[config.mk]
export PLATFORM = sky130hd
export DESIGN_NAME = dff_mem_burst_initiator
export DESIGN_NICKNAME = d
export VERILOG_FILES = /design/src/rtl/dff_mem_burst_initiator.sv
export SDC_FILE = /design/constraint.sdc
export NUM_CORES = 1
export LEC_CHECK = 0
export ABC_CLOCK_PERIOD_IN_PS = 2270
export CAP_MARGIN = 5
export CELL_PAD_IN_SITES_DETAIL_PLACEMENT = 2
export CELL_PAD_IN_SITES_GLOBAL_PLACEMENT = 2
export CORE_MARGIN = 2
export CORE_UTILIZATION = 30
export CTS_CLUSTER_DIAMETER = 40
export DETAILED_ROUTE_END_ITERATION = 10
export PLACE_DENSITY_LB_ADDON = 0.12
export SETUP_SLACK_MARGIN = 0.4
export SLEW_MARGIN = 20
export SYNTH_ARGS = -nofsm -noshare
export SYNTH_HDL_FRONTEND = slang
export SYNTH_SLANG_ARGS = --single-unit
[constraint.sdc]
create_clock -name clk -period 2.27 [get_ports clk]
set_input_delay 0.454 -clock clk [delete_from_list [all_inputs] [get_ports clk]]
set_output_delay 0.454 -clock clk [all_outputs]
set_load 0.02 [all_outputs]
[src/rtl/dff_mem_burst_initiator.sv]
// Burst command initiator for the DFF RAM macro port: sequences write/read beats
// with wrapping addresses and summarises returned read bytes (sum, mismatch count).
module dff_mem_burst_initiator #(
  parameter int ADDR_W = 4,
  parameter int DATA_W = 8
) (
  input  logic              clk,
  input  logic              rst,
  input  logic              cmd_valid,
  output logic              cmd_ready,
  input  logic [1:0]        cmd_op,
  input  logic [ADDR_W-1:0] cmd_addr,
  input  logic [ADDR_W-1:0] cmd_len,
  input  logic [DATA_W-1:0] cmd_data,
  output logic [ADDR_W-1:0] mem_addr,
  output logic              mem_ce_n,
  output logic              mem_lr_n,
  output logic [DATA_W-1:0] mem_wdata,
  input  logic [DATA_W-1:0] mem_rdata,
  output logic              rd_valid,
  output logic [DATA_W-1:0] rd_data,
  output logic              done,
  output logic [DATA_W-1:0] result,
  output logic [ADDR_W:0]   err_cnt
);

  typedef enum logic [2:0] {IDLE, WRITE, READ, DRAIN, DONE} state_t;

  localparam logic [ADDR_W:0] FULL_LEN = {1'b1, {ADDR_W{1'b0}}};
  localparam logic [ADDR_W:0] ONE_LEN  = (ADDR_W+1)'(1);

  state_t              state_reg, state_next;
  logic [ADDR_W:0]     remain_reg, remain_next;
  logic [1:0]          op_reg, op_next;
  logic [DATA_W-1:0]   expect_reg, expect_next;
  logic                cap_reg, cap_next;
  logic                cmd_ready_reg, cmd_ready_next;
  logic [ADDR_W-1:0]   mem_addr_reg, mem_addr_next;
  logic                mem_ce_n_reg, mem_ce_n_next;
  logic                mem_lr_n_reg, mem_lr_n_next;
  logic [DATA_W-1:0]   mem_wdata_reg, mem_wdata_next;
  logic                rd_valid_reg, rd_valid_next;
  logic [DATA_W-1:0]   rd_data_reg, rd_data_next;
  logic                done_reg, done_next;
  logic [DATA_W-1:0]   result_reg, result_next;
  logic [ADDR_W:0]     err_cnt_reg, err_cnt_next;

  always_ff @(posedge clk) begin
    if (rst) begin
      state_reg     <= IDLE;
      remain_reg    <= '0;
      op_reg        <= '0;
      expect_reg    <= '0;
      cap_reg       <= 1'b0;
      cmd_ready_reg <= 1'b1;
      mem_addr_reg  <= '0;
      mem_ce_n_reg  <= 1'b1;
      mem_lr_n_reg  <= 1'b1;
      mem_wdata_reg <= '0;
      rd_valid_reg  <= 1'b0;
      rd_data_reg   <= '0;
      done_reg      <= 1'b0;
      result_reg    <= '0;
      err_cnt_reg   <= '0;
    end else begin
      state_reg     <= state_next;
      remain_reg    <= remain_next;
      op_reg        <= op_next;
      expect_reg    <= expect_next;
      cap_reg       <= cap_next;
      cmd_ready_reg <= cmd_ready_next;
      mem_addr_reg  <= mem_addr_next;
      mem_ce_n_reg  <= mem_ce_n_next;
      mem_lr_n_reg  <= mem_lr_n_next;
      mem_wdata_reg <= mem_wdata_next;
      rd_valid_reg  <= rd_valid_next;
      rd_data_reg   <= rd_data_next;
      done_reg      <= done_next;
      result_reg    <= result_next;
      err_cnt_reg   <= err_cnt_next;
    end
  end

  always_comb begin
    state_next     = state_reg;
    remain_next    = remain_reg;
    op_next        = op_reg;
    expect_next    = expect_reg;
    cap_next       = 1'b0;
    cmd_ready_next = cmd_ready_reg;
    mem_addr_next  = mem_addr_reg;
    mem_ce_n_next  = mem_ce_n_reg;
    mem_lr_n_next  = mem_lr_n_reg;
    mem_wdata_next = mem_wdata_reg;
    rd_valid_next  = 1'b0;
    rd_data_next   = rd_data_reg;
    done_next      = 1'b0;
    result_next    = result_reg;
    err_cnt_next   = err_cnt_reg;

    case (state_reg)
      IDLE: begin
        if (cmd_valid && cmd_ready_reg) begin
          // The first beat is put on the bus by this edge, so it appears in cycle 1.
          op_next        = cmd_op;
          expect_next    = cmd_data;
          result_next    = '0;
          err_cnt_next   = '0;
          remain_next    = (cmd_len == '0) ? FULL_LEN : {1'b0, cmd_len};
          mem_addr_next  = cmd_addr;
          mem_ce_n_next  = 1'b0;
          mem_lr_n_next  = cmd_op[1];
          cmd_ready_next = 1'b0;
          if (!cmd_op[1]) begin
            mem_wdata_next = cmd_data;
            state_next     = WRITE;
          end else begin
            state_next     = READ;
          end
        end
      end
      WRITE: begin
        if (remain_reg == ONE_LEN) begin
          mem_ce_n_next = 1'b1;
          mem_lr_n_next = 1'b1;
          done_next     = 1'b1;
          state_next    = DONE;
        end else begin
          remain_next   = remain_reg - ONE_LEN;
          mem_addr_next = mem_addr_reg + ADDR_W'(1);
          if (op_reg[0]) mem_wdata_next = mem_wdata_reg + DATA_W'(1);
        end
      end
      READ: begin
        cap_next = 1'b1;
        if (remain_reg == ONE_LEN) begin
          mem_ce_n_next = 1'b1;
          state_next    = DRAIN;
        end else begin
          remain_next   = remain_reg - ONE_LEN;
          mem_addr_next = mem_addr_reg + ADDR_W'(1);
        end
      end
      DRAIN: begin
        done_next  = 1'b1;
        state_next = DONE;
      end
      DONE: begin
        cmd_ready_next = 1'b1;
        state_next     = IDLE;
      end
      default: begin
        state_next     = IDLE;
        cmd_ready_next = 1'b1;
        mem_ce_n_next  = 1'b1;
        mem_lr_n_next  = 1'b1;
      end
    endcase

    // cap_reg marks the cycle where the RAM's registered output holds the previous beat's byte.
    if (cap_reg) begin
      rd_valid_next = 1'b1;
      rd_data_next  = mem_rdata;
      result_next   = result_reg + mem_rdata;
      expect_next   = expect_reg + DATA_W'(1);
      if (op_reg == 2'b11 && mem_rdata != expect_reg) err_cnt_next = err_cnt_reg + ONE_LEN;
    end
  end

  assign cmd_ready = cmd_ready_reg;
  assign mem_addr  = mem_addr_reg;
  assign mem_ce_n  = mem_ce_n_reg;
  assign mem_lr_n  = mem_lr_n_reg;
  assign mem_wdata = mem_wdata_reg;
  assign rd_valid  = rd_valid_reg;
  assign rd_data   = rd_data_reg;
  assign done      = done_reg;
  assign result    = result_reg;
  assign err_cnt   = err_cnt_reg;

endmodule
==> flow_metrics.tcl <==
set metrics [dict create \
    clock_network_latency_to_the_later_pin_of_the_worst_skew_pair_ns 0.35 \
    antennaDiodeCount 0 \
    drive_above_1_share_pct 26.0 \
    yosys.area.top_type "dfxtp_1" \
    cts_hold_buf 0 \
    floorplan.die.height_um 107 \
    tightestPinTransition_ns 0.783 \
    post-synth-top-count-cell "dfxtp_1" \
    placement.cell_area_um2 4270 \
    power_w 0.00361 \
    holdCritStartpoint "rd_data[7]$_SDFFE_PP0P_" \
    design.core.area_um2 10400 \
    grt_start_max_net_pins 39 \
    routed-via-count 3342 \
    grt_setup_unrepaired "true" \
    cp_max_fo 4 \
    worst-path-buf-inv 0 \
    top_area_cells_in_the_synthesized_netlist "dfxtp_1 (36%), nand2_1 (5.6%), ha_1 (5.1%), nor2_1 (4.7%), a21oi_1 (4.5%)" \
    portion_of_total_power_attributed_to_combinational_logic_pct 33.4 \
    number_of_synthesized_register_bits 57 \
    seq_area_frac_synth_pct 35.5 \
    power.switching_w 0.00127 \
    peakVddDrop_uv 394 \
    post_synth_instance_area_um2 3210 \
    start_util_pct 31.0 \
    numPortBuffers 66 \
    cp.required_ns 2.51 \
    worst_setup_path_end_kind "register" \
    power.switching_fraction_pct 35.2 \
    timing.reg2reg.worst_path_depth 6 \
    setup_viol 0 \
    grt_usage_pct 22.3 \
    fin_crit_ns 1.96 \
    synth-async-reset-ratio_pct 0 \
    synthesis.area_per_instance_um2 8.21 \
    syn-instance-count 391 \
    cts.path.max_buffers 2 \
    synth_ff_type "dfxtp_1" \
    cts-root-buf "clkbuf_8" \
    clk_pin_slew_ns 0.08 \
    drt_iter0_markers 111 \
    clock_network_fraction_of_design_power_pct 31.8 \
    detailedPlacementHpwl_um 8370 \
    io-pin-count 67 \
    drc 0 \
    global_route.overflow_total 0 \
    design.final.nets 535 \
    timing.clock.skew_ns 0.0106 \
    gp_routability_congestion 0.815 \
    min_period_over_period_pct 86.3 \
    timing.fmax_mhz 510 \
    slew_violations 0 \
    crit_type "reg2reg" \
    max_cap_viol_count 0 \
    die_x_um 107 \
    worstHoldPathCells 2 \
    worst_setup_path_startpoint "result[1]$_SDFFE_PP0P_" \
    crit_path_cell_trace "ha_4 > a211oi_4 > nor3_2 > or4_1 > o211ai_1 > mux2_4" \
    ys_top_cells_by_count "dfxtp_1 (57), nand2_1 (48), nor2_1 (40)" \
    per_cell_via_count_in_the_routed_design 5.28 \
    flow.area_growth_from_synthesis_pct 49.1 \
    first_global_vias 3814 \
    antenna_found_initial 0 \
    internal-power_w 0.00234 \
    min_to "rd_data[7]$_SDFFE_PP0P_" \
    worstPathArrival_ns 2.20 \
    powerDensity_nw_per_um2 755 \
    r2r-end "result[7]$_SDFFE_PP0P_" \
    synth.net_count 434 \
    min_path_type "reg2reg" \
    final_cell_area_um2 4790 \
    hold_viol 0 \
    yosys.cell_types.count 60 \
    worst_path_dominant_cell_family "simple AND/OR/NAND/NOR gates" \
    grt_pass1_wl_um 20000 \
    clock_tree_from_tritoncts "built" \
    crit_path_max_incr_delay_ns 0.42 \
    die_area_um2 11500 \
    rrSetupSlack_ns 0.31 \
    leakagePower_nw 1.98 \
    synth_largest_type_area_fraction_pct 35.5 \
    drt_pass_1_iters 4 \
    cts_inserted_buffers 9 \
    run_status "finished, final reports clean" \
    max-slew-margin-rel_pct 47.8 \
    avgRoutedWirePerCell_um 19.5 \
    crit_path_start_kind "register" \
    postRouteAntennaNets 0 \
    cts_sinks 57 \
    placementRows 37 \
    synth_enable_flop_cells 0 \
    yosys_warnings 0 \
    cts.htree.levels 3 \
    wl_um 12300 \
    crit_path_top_delay_cell "or4_1" \
    r2r-start "result[1]$_SDFFE_PP0P_" \
    fraction_of_power_consumed_by_sequential_logic_pct 34.8 \
]
[cell type report]
class,instances,area [um^2]
fillers,1134,5580
multi-input cells,304,2140
flip-flops and latches,57,1150
repair buffers,115,1070
well taps,136,170
clock buffers,11,151
clock inverters,5,77.6
inverters,5,18.8
[kinds of logic after synthesis]
kind of cell / after synthesis / share of synthesized area [%]
simple gates: 171 / 27.1
buf+inv: 30 / 4.48
fa+ha+maj: 14 / 5.69
xor+xnor: 16 / 4.36
compound gates: 93 / 19.6
mux: 10 / 3.16
flops: 57 / 35.5
[metal layers]
| layer | wire (um) | GRT usage [%] | share of wire (%) | up-vias |
|---|---|---|---|---|
| met4 | 133 | 6.50 | 1.1 | 0 |
| li1 | - | - | - | 1603 |
| met1 | 5340 | 26.6 | 43 | 1667 |
| met3 | 463 | 4.30 | 3.8 | 10 |
| met2 | 6400 | 40.3 | 52 | 62 |
| met5 | 0 | 0 | 0 | - |
[placed cells by master, fill, tap and decap left out, types with 5 or more instances in the layout]
master | Yosys | routed
nand4_1 | 6 | 6
nand3_1 | 20 | 20
clkbuf_8 | 0 | 11
a21oi_2 | 4 | 8
dlygate4sd2_1 | 0 | 10
and2_1 | 5 | 5
ha_1 | 13 | 5
dfxtp_2 | 0 | 6
clkdlybuf4s50_1 | 0 | 44
dfxtp_1 | 57 | 50
and3_1 | 5 | 5
a21oi_1 | 29 | 24
buf_4 | 2 | 41
o21ai_0 | 19 | 16
dlymetal6s2s_1 | 0 | 11
a21o_1 | 5 | 5
a311oi_2 | 0 | 5
mux2i_1 | 9 | 9
buf_6 | 2 | 5
ha_4 | 0 | 5
nor2_1 | 40 | 40
xnor2_1 | 12 | 12
o21ai_2 | 3 | 5
nor3_1 | 10 | 8
nand2_1 | 48 | 48
[stage by stage]
step                      setup slack [ns]  std cells  setup TNS, ns  hold WS [ns]  util [%]
after floorplan                      0.311        391              0         0.437         -
after global placement              -0.314        607         -0.756         0.447      41.2
after detailed placement            -0.390        607          -1.08         0.459      41.2
after CTS                            0.336        632              0         0.470      44.8
after global routing                 0.256        633              0         0.500      46.2
final                                0.311        633              0         0.463      46.2
[how the worst max path moves through the flow]
stage                        endpoint  cells after the start
2_1_floorplan  result[7]$_SDFFE_PP0P_                      6
3_3_place_gp   result[7]$_SDFFE_PP0P_                      7
3_5_place_dp   result[7]$_SDFFE_PP0P_                      7
4_1_cts        result[7]$_SDFFE_PP0P_                      6
5_1_grt        result[7]$_SDFFE_PP0P_                      6
6_report       result[7]$_SDFFE_PP0P_                      6
[worst register-to-register path, cell delays in order (launching register included)]
cell	delay, ns
dfxtp_4	0.37
ha_4	0.25
a211oi_4	0.25
nor3_2	0.10
or4_1	0.42
o211ai_1	0.13
mux2_4	0.32
[what timing repair did]
action,CTS,global route
resized for setup,34,32
gates cloned,1,0
endpoints found under the setup margin,32,34
pin swaps,9,6
buffers inserted,8,1
[power groups by stage]
stage / clock network (W) / logic [W] / registers (W)
after floorplan: 0 / 0.000615 / 0.00127
after global placement: 0 / 0.00101 / 0.00126
after detailed placement: 0 / 0.00106 / 0.00127
after CTS: 0.00117 / 0.00115 / 0.00125
after global routing: 0.00122 / 0.00132 / 0.00128
final: 0.00115 / 0.00121 / 0.00126
Power figures use the tool's default switching activity.
